File: config.mk
export PLATFORM = sky130hd
export DESIGN_NAME = alu_op_sequencer
export DESIGN_NICKNAME = d
export VERILOG_FILES = /design/src/rtl/alu_op_sequencer.sv
export SDC_FILE = /design/constraint.sdc
export NUM_CORES = 1
export LEC_CHECK = 0
export ABC_CLOCK_PERIOD_IN_PS = 16000
export BUFFER_PORTS_ARGS = -buffer_cell sky130_fd_sc_hd__buf_2
export CAP_MARGIN = 20
export CORE_UTILIZATION = 40
export CTS_BUF_LIST = sky130_fd_sc_hd__clkbuf_8
export CTS_CLUSTER_DIAMETER = 50
export DETAILED_ROUTE_END_ITERATION = 7
export SLEW_MARGIN = 20
export SYNTH_ARGS = -nofsm -noshare
export SYNTH_HDL_FRONTEND = slang
export SYNTH_SLANG_ARGS = --single-unit
File: constraint.sdc
create_clock -name clk -period 16 [get_ports clk]
set_input_delay 0.8 -clock clk [delete_from_list [all_inputs] [get_ports clk]]
set_output_delay 0.8 -clock clk [all_outputs]
set_load 0.005 [all_outputs]
File: src/rtl/alu_op_sequencer.sv
// alu_op_sequencer
// Synthesizable ALU initiator for bring-up and BIST. Commands (a, b, op) are
// queued in a small FIFO and issued one at a time to the ALU over a
// valid/ready request channel. The sequencer then waits a bounded number of
// cycles for the response, strobes the captured result downstream for one
// cycle, and folds it into a rotate-xor signature.
//
// Ports:
//   clk, rst                     clock, asynchronous active-high reset
//   cmd_valid/cmd_ready          command push handshake (cmd_ready = !full)
//   cmd_a, cmd_b, cmd_op         command payload
//   alu_req_valid/alu_req_ready  request handshake towards the ALU
//   alu_a, alu_b, alu_op         operands/opcode presented to the ALU
//   alu_rsp_valid, alu_rsp_c     ALU response
//   res_valid, res_c             one-cycle result strobe and held result
//   sig                          running result signature
//   issued_cnt                   completed-command count (wraps at 16 bits)
//   timeout_err, stray_err       sticky error flags, cleared only by rst
module alu_op_sequencer #(
  parameter int WIDTH   = 32,
  parameter int DEPTH   = 4,
  parameter int TIMEOUT = 15
) (
  input  logic             clk,
  input  logic             rst,
  input  logic             cmd_valid,
  output logic             cmd_ready,
  input  logic [WIDTH-1:0] cmd_a,
  input  logic [WIDTH-1:0] cmd_b,
  input  logic [3:0]       cmd_op,
  output logic             alu_req_valid,
  input  logic             alu_req_ready,
  output logic [WIDTH-1:0] alu_a,
  output logic [WIDTH-1:0] alu_b,
  output logic [3:0]       alu_op,
  input  logic             alu_rsp_valid,
  input  logic [WIDTH-1:0] alu_rsp_c,
  output logic             res_valid,
  output logic [WIDTH-1:0] res_c,
  output logic [WIDTH-1:0] sig,
  output logic [15:0]      issued_cnt,
  output logic             timeout_err,
  output logic             stray_err
);

  localparam int AW = $clog2(DEPTH);
  localparam int CW = (TIMEOUT > 1) ? $clog2(TIMEOUT) : 1;
  localparam int EW = 2 * WIDTH + 4;
  localparam logic [CW-1:0] CNT_LAST = CW'(TIMEOUT - 1);

  typedef enum logic [1:0] {
    ST_IDLE  = 2'd0,
    ST_ISSUE = 2'd1,
    ST_WAIT  = 2'd2,
    ST_DONE  = 2'd3
  } state_t;

  // Rotate left by one and fold in the new result.
  function automatic logic [WIDTH-1:0] sig_next(input logic [WIDTH-1:0] cur,
                                                input logic [WIDTH-1:0] c);
    return {cur[WIDTH-2:0], cur[WIDTH-1]} ^ c;
  endfunction

  state_t            state_r, state_n;
  logic [CW-1:0]     cnt_r;
  logic [EW-1:0]     mem_r [DEPTH];
  logic [AW:0]       wr_ptr_r, rd_ptr_r;
  logic              full_s, empty_s, push_s, pop_s;
  logic              capture_s, timeout_s, stray_s;
  logic [EW-1:0]     head_s;
  logic              alu_req_valid_r, res_valid_r, timeout_err_r, stray_err_r;
  logic [WIDTH-1:0]  alu_a_r, alu_b_r, res_c_r, sig_r;
  logic [3:0]        alu_op_r;
  logic [15:0]       issued_cnt_r;

  // Extra pointer bit distinguishes full from empty when the indices match.
  assign full_s  = (wr_ptr_r[AW] != rd_ptr_r[AW]) &&
                   (wr_ptr_r[AW-1:0] == rd_ptr_r[AW-1:0]);
  assign empty_s = (wr_ptr_r == rd_ptr_r);
  // Held low during reset so every output reads 0 while rst is asserted.
  assign cmd_ready = !full_s && !rst;
  assign push_s    = cmd_valid && cmd_ready;
  assign head_s    = mem_r[rd_ptr_r[AW-1:0]];

  // Next-state and per-cycle event decode.
  always_comb begin
    state_n   = state_r;
    pop_s     = 1'b0;
    capture_s = 1'b0;
    timeout_s = 1'b0;
    case (state_r)
      ST_IDLE: begin
        if (!empty_s) begin
          pop_s   = 1'b1;
          state_n = ST_ISSUE;
        end else begin
          state_n = ST_IDLE;
        end
      end
      ST_ISSUE: begin
        if (alu_req_ready) begin
          state_n = ST_WAIT;
        end else begin
          state_n = ST_ISSUE;
        end
      end
      ST_WAIT: begin
        // A response on the last allowed cycle still wins over the timeout.
        if (alu_rsp_valid) begin
          capture_s = 1'b1;
          state_n   = ST_DONE;
        end else if (cnt_r == CNT_LAST) begin
          timeout_s = 1'b1;
          state_n   = ST_IDLE;
        end else begin
          state_n = ST_WAIT;
        end
      end
      ST_DONE: begin
        state_n = ST_IDLE;
      end
      default: begin
        state_n = ST_IDLE;
      end
    endcase
    stray_s = alu_rsp_valid && (state_r != ST_WAIT);
  end

  // Command FIFO storage and pointers.
  always_ff @(posedge clk or posedge rst) begin
    if (rst) begin
      wr_ptr_r <= {(AW+1){1'b0}};
      rd_ptr_r <= {(AW+1){1'b0}};
      for (int i = 0; i < DEPTH; i++) begin
        mem_r[i] <= {EW{1'b0}};
      end
    end else begin
      if (push_s) begin
        mem_r[wr_ptr_r[AW-1:0]] <= {cmd_op, cmd_a, cmd_b};
        wr_ptr_r <= wr_ptr_r + {{AW{1'b0}}, 1'b1};
      end
      if (pop_s) begin
        rd_ptr_r <= rd_ptr_r + {{AW{1'b0}}, 1'b1};
      end
    end
  end

  // FSM state and WAIT-cycle counter (zero on every entry to WAIT).
  always_ff @(posedge clk or posedge rst) begin
    if (rst) begin
      state_r <= ST_IDLE;
      cnt_r   <= {CW{1'b0}};
    end else begin
      state_r <= state_n;
      if (state_r == ST_WAIT) begin
        cnt_r <= cnt_r + {{(CW-1){1'b0}}, 1'b1};
      end else begin
        cnt_r <= {CW{1'b0}};
      end
    end
  end

  // Request channel: operands load on pop and are held afterwards.
  always_ff @(posedge clk or posedge rst) begin
    if (rst) begin
      alu_req_valid_r <= 1'b0;
      alu_a_r         <= {WIDTH{1'b0}};
      alu_b_r         <= {WIDTH{1'b0}};
      alu_op_r        <= 4'd0;
    end else begin
      alu_req_valid_r <= (state_n == ST_ISSUE);
      if (pop_s) begin
        {alu_op_r, alu_a_r, alu_b_r} <= head_s;
      end
    end
  end

  // Result strobe, signature, count and sticky flags; all become visible
  // together in the DONE cycle.
  always_ff @(posedge clk or posedge rst) begin
    if (rst) begin
      res_valid_r   <= 1'b0;
      res_c_r       <= {WIDTH{1'b0}};
      sig_r         <= {WIDTH{1'b0}};
      issued_cnt_r  <= 16'd0;
      timeout_err_r <= 1'b0;
      stray_err_r   <= 1'b0;
    end else begin
      res_valid_r <= capture_s;
      if (capture_s) begin
        res_c_r      <= alu_rsp_c;
        sig_r        <= sig_next(sig_r, alu_rsp_c);
        issued_cnt_r <= issued_cnt_r + 16'd1;
      end
      timeout_err_r <= timeout_err_r | timeout_s;
      stray_err_r   <= stray_err_r | stray_s;
    end
  end

  assign alu_req_valid = alu_req_valid_r;
  assign alu_a         = alu_a_r;
  assign alu_b         = alu_b_r;
  assign alu_op        = alu_op_r;
  assign res_valid     = res_valid_r;
  assign res_c         = res_c_r;
  assign sig           = sig_r;
  assign issued_cnt    = issued_cnt_r;
  assign timeout_err   = timeout_err_r;
  assign stray_err     = stray_err_r;

endmodule

Word-level counts from Yosys, hierarchy flattened
Cells that the tools add are included.

cells by class
  add/sub/neg operators = 4
  div/mod/pow operators = 0
  $lt $le $gt $ge = 3
  reductions and logical operators = 8
  multiplexer cells = 19
  shifts and indexed selects = 0
  multiply operators = 0
  bitwise operators = 5
  equality and inequality tests = 9

operators by type and width
  cell                                                                          count
  272-bit bitwise mux                                                           1
  68-bit 2-to-1 mux                                                             3
  68-bit binary-select mux with 2-bit select                                    1
  68-bit demux with 2-bit select                                                1
  32-bit XOR                                                                    1
  16-bit by 1-bit adder with 16-bit output, second input constant               1
  1-bit 2-to-1 mux                                                              8
  2-bit one-hot mux with 4 select lines                                         1
  3-bit by 1-bit adder with 3-bit output, second input constant                 2
  3-bit >= comparator, second input constant                                    2
  2-bit 2-to-1 mux                                                              3
  2-bit NOT with 3-bit output                                                   2
  1-bit logical AND                                                             5
  4-bit by 1-bit adder with 4-bit output, second input constant                 1
  2-bit by 1-bit equality test with 1-bit output, second input constant         2
  2-bit equality test, second input constant                                    2
  4-bit equality test, second input constant                                    1
  4-bit 2-to-1 mux                                                              1
  3-bit equality test                                                           1
  3-bit by 1-bit less-than comparator with 1-bit output, second input constant  1
  2-bit equality test                                                           1
  1-bit logical NOT                                                             2
  2-bit logical NOT                                                             1
  2-bit != test, second input constant                                          1
  other kinds (2)                                                               3

word-level totals
  bits in registers = 436
  memory bits (read-only) = 0
  word-level logic and storage cells = 66
  memories kept = 0
  latch bits = 0
  bits of input ports = 105
  bits in writable memories = 0

Logic depth before layout (Yosys ltp)
Gate-level depths: netlist of the first run.

  depth after elaboration = 6
  depth in mapped cells = 7
  gate-level depth less buffers = 5

Least setup slack after synthesis of the first run
OpenSTA, ideal clock, no wires.

  path type = input to register
  start = in rst
  end = reg mem_r[204] (netlist name)
  path buffers = 2
  cell stages on the path = 5
  arrival time = 12.136 ns
  setup slack = 3.739 ns
  library setup time = 0.125 ns
  cell sequence = inv_1 -> nand4_1 -> buf_2 -> buf_2 -> mux2_2

on the way
  word-level cells in the longest chain between the ends = 3

RTL lines
  element                             RTL line  RTL
  start, declared                     25        input logic rst,
  1-bit logical NOT (no source line)  -
  1-bit logical AND                   81        assign cmd_ready = !full_s && !rst;
  1-bit logical AND                   82        assign push_s = cmd_valid && cmd_ready;
  end signal, assigned by index       135       mem_r[i] <= {EW{1'b0}};
  end signal, assigned by index       139       mem_r[wr_ptr_r[AW-1:0]] <= {cmd_op, cmd_a, cmd_b};
  end, declared                       66        logic [EW-1:0] mem_r [DEPTH];

Every way passes these cells.
A chain may end at the register's enable or synchronous reset.

==> reports/results.ini, run 1 <==
[placed_design]
dp_hpwl_um=24800
io_buffers=257
gp_congestion=0.825

[yosys]
async_reset_ff_frac=1.00
yosysUniqueCellTypes=32
syn_area_per_cell_um2=15.2
synth-main-ff-cell=dfrtp_1
yosysWarnings=0
ys_top_cells_by_area=dfrtp_1, mux2_2, mux4_2
netlist.area_leader.share=0.601
synth_edf_count=0
ys_seq_area_frac=0.601
syn_inst=1193
synth_top_area_cell=dfrtp_1
ys_seq_elements=436
synth_nets=1306
synth_area_um2=18200

[drt]
viasPerCell=4.98
wl_met3_um=1960
dr.pass1.iters=4
wl_met2_um=19300
routed_wl_um=39800
topRoutingLayerUsed=met5
drt-initial-drc-count=549
wl_met1_um=17700
routedWlPerCell_um=18.7
via_count=10600
detail-route-antenna-nets=0
drc=0

[setup_path]
critPathMostFrequentCell=buf_4
path_cells=buf_2 > inv_8 > buf_6 > buf_4 > buf_4
slowest_stage=buf_4
critical_path_required_ns=16.58
critPathBufInv=5
crit_type=in2async
startpoint_type=input pin
critical_path.top_delay_family=buffers and inverters
arrival_ns=4.06
cp_slowest_stage_delay_ns=0.91
crit_fanout=132
cp-end-kind=async pin

[clock_tree]
hold_buffers=0
tritoncts=done
cts_max_path_buffers=3
cts.repair.resized=0
numCtsBuffers=75
clock-sinks=436
root_buffer=clkbuf_8
cts_setup_buffers=0
htree_levels=3
worstSkewPairLatency_ns=0.60
clk_pin_slew_worst_paths_ns=0.06

[timing]
slew_violations=0
rsz0062_at_grt=false
hold_violations=0
max_freq_mhz=287
clock_skew_ns=0.0265
worst_pin_slew_ns=0.987
period_needed_ns=3.48
setup_violations=0
slew_headroom=0.342
final.setup.tns_ns=0
period_share=0.218

[floorplan]
floorplan.initialDensity=0.408
pin_count=258
dieWidth_um=215
num_rows=77
floorplan.die_area_um2=46300
core-area_um2=44500
die_h_um=215

[final_layout]
nNetsFinal=1588
drive_above_1_share=0.490
final_common_cell=dfrtp_1
register_area_um2=10900
syn_to_final_growth_pct=19.2
postLayoutCoreUtil=0.486
final_cell_mix=dfrtp_1, mux2_2, buf_2
multi_input_area_um2=6960
num-fill-cells=3968

[pwr]
leakagePower_nw=10.1
power_density_nw_per_um2=210
vdd_drop_max_mv=0.0856

[outcome]
run_status=completed

[global_routing]
overflow=0
grt_pass1_vias=11300
antenna_found_initial=8
track_usage=0.179
grt_pass1_wl_um=65200
grt_max_degree=133

[hold_path]
min_path_type=in2async

[flow_run]
maxCapViolCount=0

[sequential cells by signal, indices dropped and copies added, names as in the netlist]
signal         cells
timeout_err        1
wr_ptr_r           3
sig               32
cnt_r              4
stray_err          1
alu_op             4
mem_r            272
res_valid          1
issued_cnt        16
rd_ptr_r           3
res_c             32
state_r            2
alu_b             32
alu_req_valid      1
alu_a             32
[cells in the mapped netlist, types with 3 or more instances]
library cell  instances
nand4_1               6
clkbuf_1             19
o21ai_0              33
inv_1                 7
nand2_2               3
mux2_1               50
buf_1                12
mux4_2               68
xor2_1                5
and4_1                3
xnor2_1              50
ha_1                  8
buf_2                33
mux2_2              291
nand2_1             141
nor2_1                4
dfrtp_1             436
nand3_1               7
[cell type report]
| class | instances | area share |
|---|---|---|
| timing repair buffer | 271 | 0.0645 |
| sequential | 436 | 0.504 |
| inverter | 7 | 0.00156 |
| multi-input combinational | 684 | 0.321 |
| antenna | 1 | 0.000116 |
| clock inverter | 35 | 0.0115 |
| clock buffer | 98 | 0.0623 |
| tap | 592 | 0.0342 |
[cell families after synthesis]
family,synth area share
xor+xnor,0.0283
mux,0.296
buf+inv,0.0178
compound gates,0.0130
fa+ha+maj,0.00551
flops,0.601
simple gates,0.0391
[layer usage]
layer / up-vias / GRT usage
met3: 62 / 0.0439
met1: 5447 / 0.239
met2: 235 / 0.288
met4: 14 / 0.0593
li1: 4825 / -
met5: - / 0
[worst register-to-register path: cells and delay by family (launching register included)]
kind / cells / cell delay [ns]
xor+xnor: 1 / 0.28
flops: 1 / 0.92
mux: 1 / 0.47
buf+inv: 1 / 0.83
compound gates: 1 / 0.83
[power breakdown]
group	leakage, nW	total [mW]	internal (mW)	switching (mW)
Clock	0.910	1.05	0.611	0.441
Combinational	3.87	1.53	0.923	0.604
Sequential	5.32	1.96	1.64	0.320
[per-stage QoR]
stage / instance area (um^2) / worst slack, ns / hold slack, ns / cells / power (mW)
3_5_place_dp: 20000 / 11.29 / 0.453 / 1990 / 3.54
5_1_grt: 21600 / 11.85 / 0.380 / 2124 / 4.86
2_1_floorplan: 18200 / 3.04 / 0.451 / 1193 / 3.03
6_report: 21600 / 12.52 / 0.366 / 2124 / 4.54
4_1_cts: 21600 / 11.97 / 0.361 / 2123 / 4.62
3_3_place_gp: 20000 / 11.38 / 0.438 / 1990 / 3.48
[worst paths after layout]
check / startpoint / to / slack (ns) / depth (start not counted)
setup / recovery: rst / mem_r[77]$_DFFE_PP0P_ / 12.52 / 5
hold / removal: rst / mem_r[30]$_DFFE_PP0P_ / 0.37 / 2
setup reg to reg: rd_ptr_r[0]$_DFFE_PP0P_ / alu_a[20]$_DFFE_PP0P_ / 12.57 / 4
hold reg to reg: stray_err$_DFF_PP0_ / stray_err$_DFF_PP0_ / 0.47 / 1
max in group clk: rd_ptr_r[0]$_DFFE_PP0P_ / alu_a[20]$_DFFE_PP0P_ / 12.57 / 4
min in group clk: alu_rsp_c[13] / res_c[13]$_DFFE_PP0P_ / 0.42 / 3
Power figures use the tool's default switching activity.
==> run 2: changes to the inputs <==
- ABC_CLOCK_PERIOD_IN_PS: 16000 -> 2900
- clock period: 16 -> 2.9 ns (I/O delays scaled with it)
==> run 2 against run 1 <==
Non-clock buffer count rose by 112. Clock skew increased by 0.0072 ns. First-iteration DRC count decreased by 9.3%. Die area did not move. Sequential power increased to 5.4 times the previous value.
==> reports/results.ini, run 2 (synthesized netlist as in run 1, its figures left out) <==
[clock_tree]
clk_pin_slew_worst_paths_ns=0.06  ; about the same
numCtsBuffers=74  ; -1.3%
clock-sinks=436  ; unchanged
root_buffer=clkbuf_8
tritoncts=done
cts_setup_buffers=0  ; unchanged
htree_levels=3  ; unchanged
cts_max_path_buffers=3  ; unchanged
worstSkewPairLatency_ns=0.63  ; +0.03 ns

[hold_path]
min_path_type=in2async

[floorplan]
dieWidth_um=215  ; unchanged
core-area_um2=44500  ; unchanged
pin_count=258  ; unchanged
floorplan.initialDensity=0.408  ; unchanged
num_rows=77  ; unchanged
die_h_um=215  ; unchanged
floorplan.die_area_um2=46300  ; unchanged

[setup_path]
startpoint_type=flop
crit_fanout=25  ; -81%
cp-end-kind=flop
crit_type=reg2reg
critical_path_required_ns=3.38  ; -13.20 ns
arrival_ns=2.97  ; -1.09 ns

[drt]
routedWlPerCell_um=17.9  ; -4.4%
viasPerCell=4.97  ; -0.30%
routed_wl_um=39900  ; +0.30%
detail-route-antenna-nets=0  ; unchanged
drc=0  ; unchanged
drt-initial-drc-count=498  ; -9.3%
dr.pass1.iters=5  ; +1
via_count=11100  ; +4.6%

[timing]
clock_skew_ns=0.0336  ; +0.00717 ns
hold_violations=0  ; unchanged
worst_pin_slew_ns=0.913  ; -0.0744 ns
period_needed_ns=2.48
setup_violations=0  ; unchanged
slew_violations=0  ; unchanged
max_freq_mhz=403
period_share=0.856
final.setup.tns_ns=0  ; unchanged
slew_headroom=0.391  ; +0.0496
rsz0062_at_grt=false

[placed_design]
placed_area_um2=20300  ; +1.1%
dp_hpwl_um=23800  ; -4.0%
io_buffers=257  ; unchanged
gp_congestion=0.799  ; -3.2%

[global_routing]
grt_pass1_wl_um=66000  ; +1.2%
grt_pass1_vias=11900  ; +5.2%
antenna_found_initial=0  ; -8
grt_max_degree=156  ; +17%
track_usage=0.181  ; +0.00138
overflow=0  ; unchanged

[final_layout]
drive_above_1_share=0.460  ; -0.0302
postLayoutCoreUtil=0.511  ; +0.0247
design_area_um2=22700  ; +5.1%
final_common_cell=dfrtp_1
syn_to_final_growth_pct=25.2
nNetsFinal=1699  ; +7.0%
top_register=mem_r
largest_register_ffs=272  ; unchanged
diodes=0  ; -1
final_cell_mix=dfrtp_1, mux2_2, buf_2

[outcome]
run_status=completed

[flow_run]
maxCapViolCount=0  ; unchanged

[pwr]
vdd_drop_max_mv=0.731  ; +750%
leakagePower_nw=10.6  ; +4.7%
power_density_nw_per_um2=1090  ; +420%
p_total_mw=24.8  ; +450%

## run 2: layout make-up
type	count	area [um^2]
fillers	3872	21800
inverters	7	30.0
repair buffers	383	2630
clock buffers	96	1320
clock inverters	30	126
well taps	592	741
multi-input cells	684	6980
flip-flops and latches	436	10900
## run 2: worst paths after layout
check / start / end / slack (ns) / depth (start not counted)
setup reg to reg: rd_ptr_r[0]$_DFFE_PP0P_ / mem_r[140]$_DFFE_PP0P_ / 0.42 / 5
hold reg to reg: stray_err$_DFF_PP0_ / stray_err$_DFF_PP0_ / 0.46 / 1
min in group clk: alu_rsp_c[14] / res_c[14]$_DFFE_PP0P_ / 0.27 / 4
setup / recovery: rd_ptr_r[0]$_DFFE_PP0P_ / mem_r[140]$_DFFE_PP0P_ / 0.42 / 5
hold / removal: rst / wr_ptr_r[1]$_DFFE_PP0P_ / 0.20 / 4
max in group asynchronous: rst / sig[31]$_DFFE_PP0P_ / 1.49 / 5
## run 2: worst max-delay path: stages, from the launching register on
cell,delay (ns)
dfrtp_4,0.50
xnor2_2,0.22
a311oi_4,0.60
nand2_4,0.38
buf_12,0.30
mux2_1,0.32
## run 2: timing repair
action                    CTS  global route
hold buffers              104             0
gates resized for setup     0             0
hold endpoints to repair  357             0
## run 2: routing by layer
metal  global-route usage  wire length (um)
met4               0.0726              1210
met2                0.286             18800
met5                    0                 0
met1                0.239             17900
met3               0.0440              2010
## run 2: through the flow
| step | worst slack (ns) | hold WS (ns) | std cells |
|---|---|---|---|
| 2_1_floorplan | -5.27 | 0.250 | 1193 |
| 3_3_place_gp | 0.467 | 0.265 | 1998 |
| 3_5_place_dp | 0.407 | 0.271 | 1998 |
| 4_1_cts | 0.362 | 0.143 | 2228 |
| 5_1_grt | 0.278 | 0.195 | 2228 |
| 6_report | 0.418 | 0.203 | 2228 |
## run 2: where the power goes
group / switching [mW] / total (mW) / internal (mW)
logic: 3.59 / 8.90 / 5.31
clock network: 2.40 / 5.34 / 2.94
registers: 1.51 / 10.6 / 9.05
total: 7.50 / 24.8 / 17.3
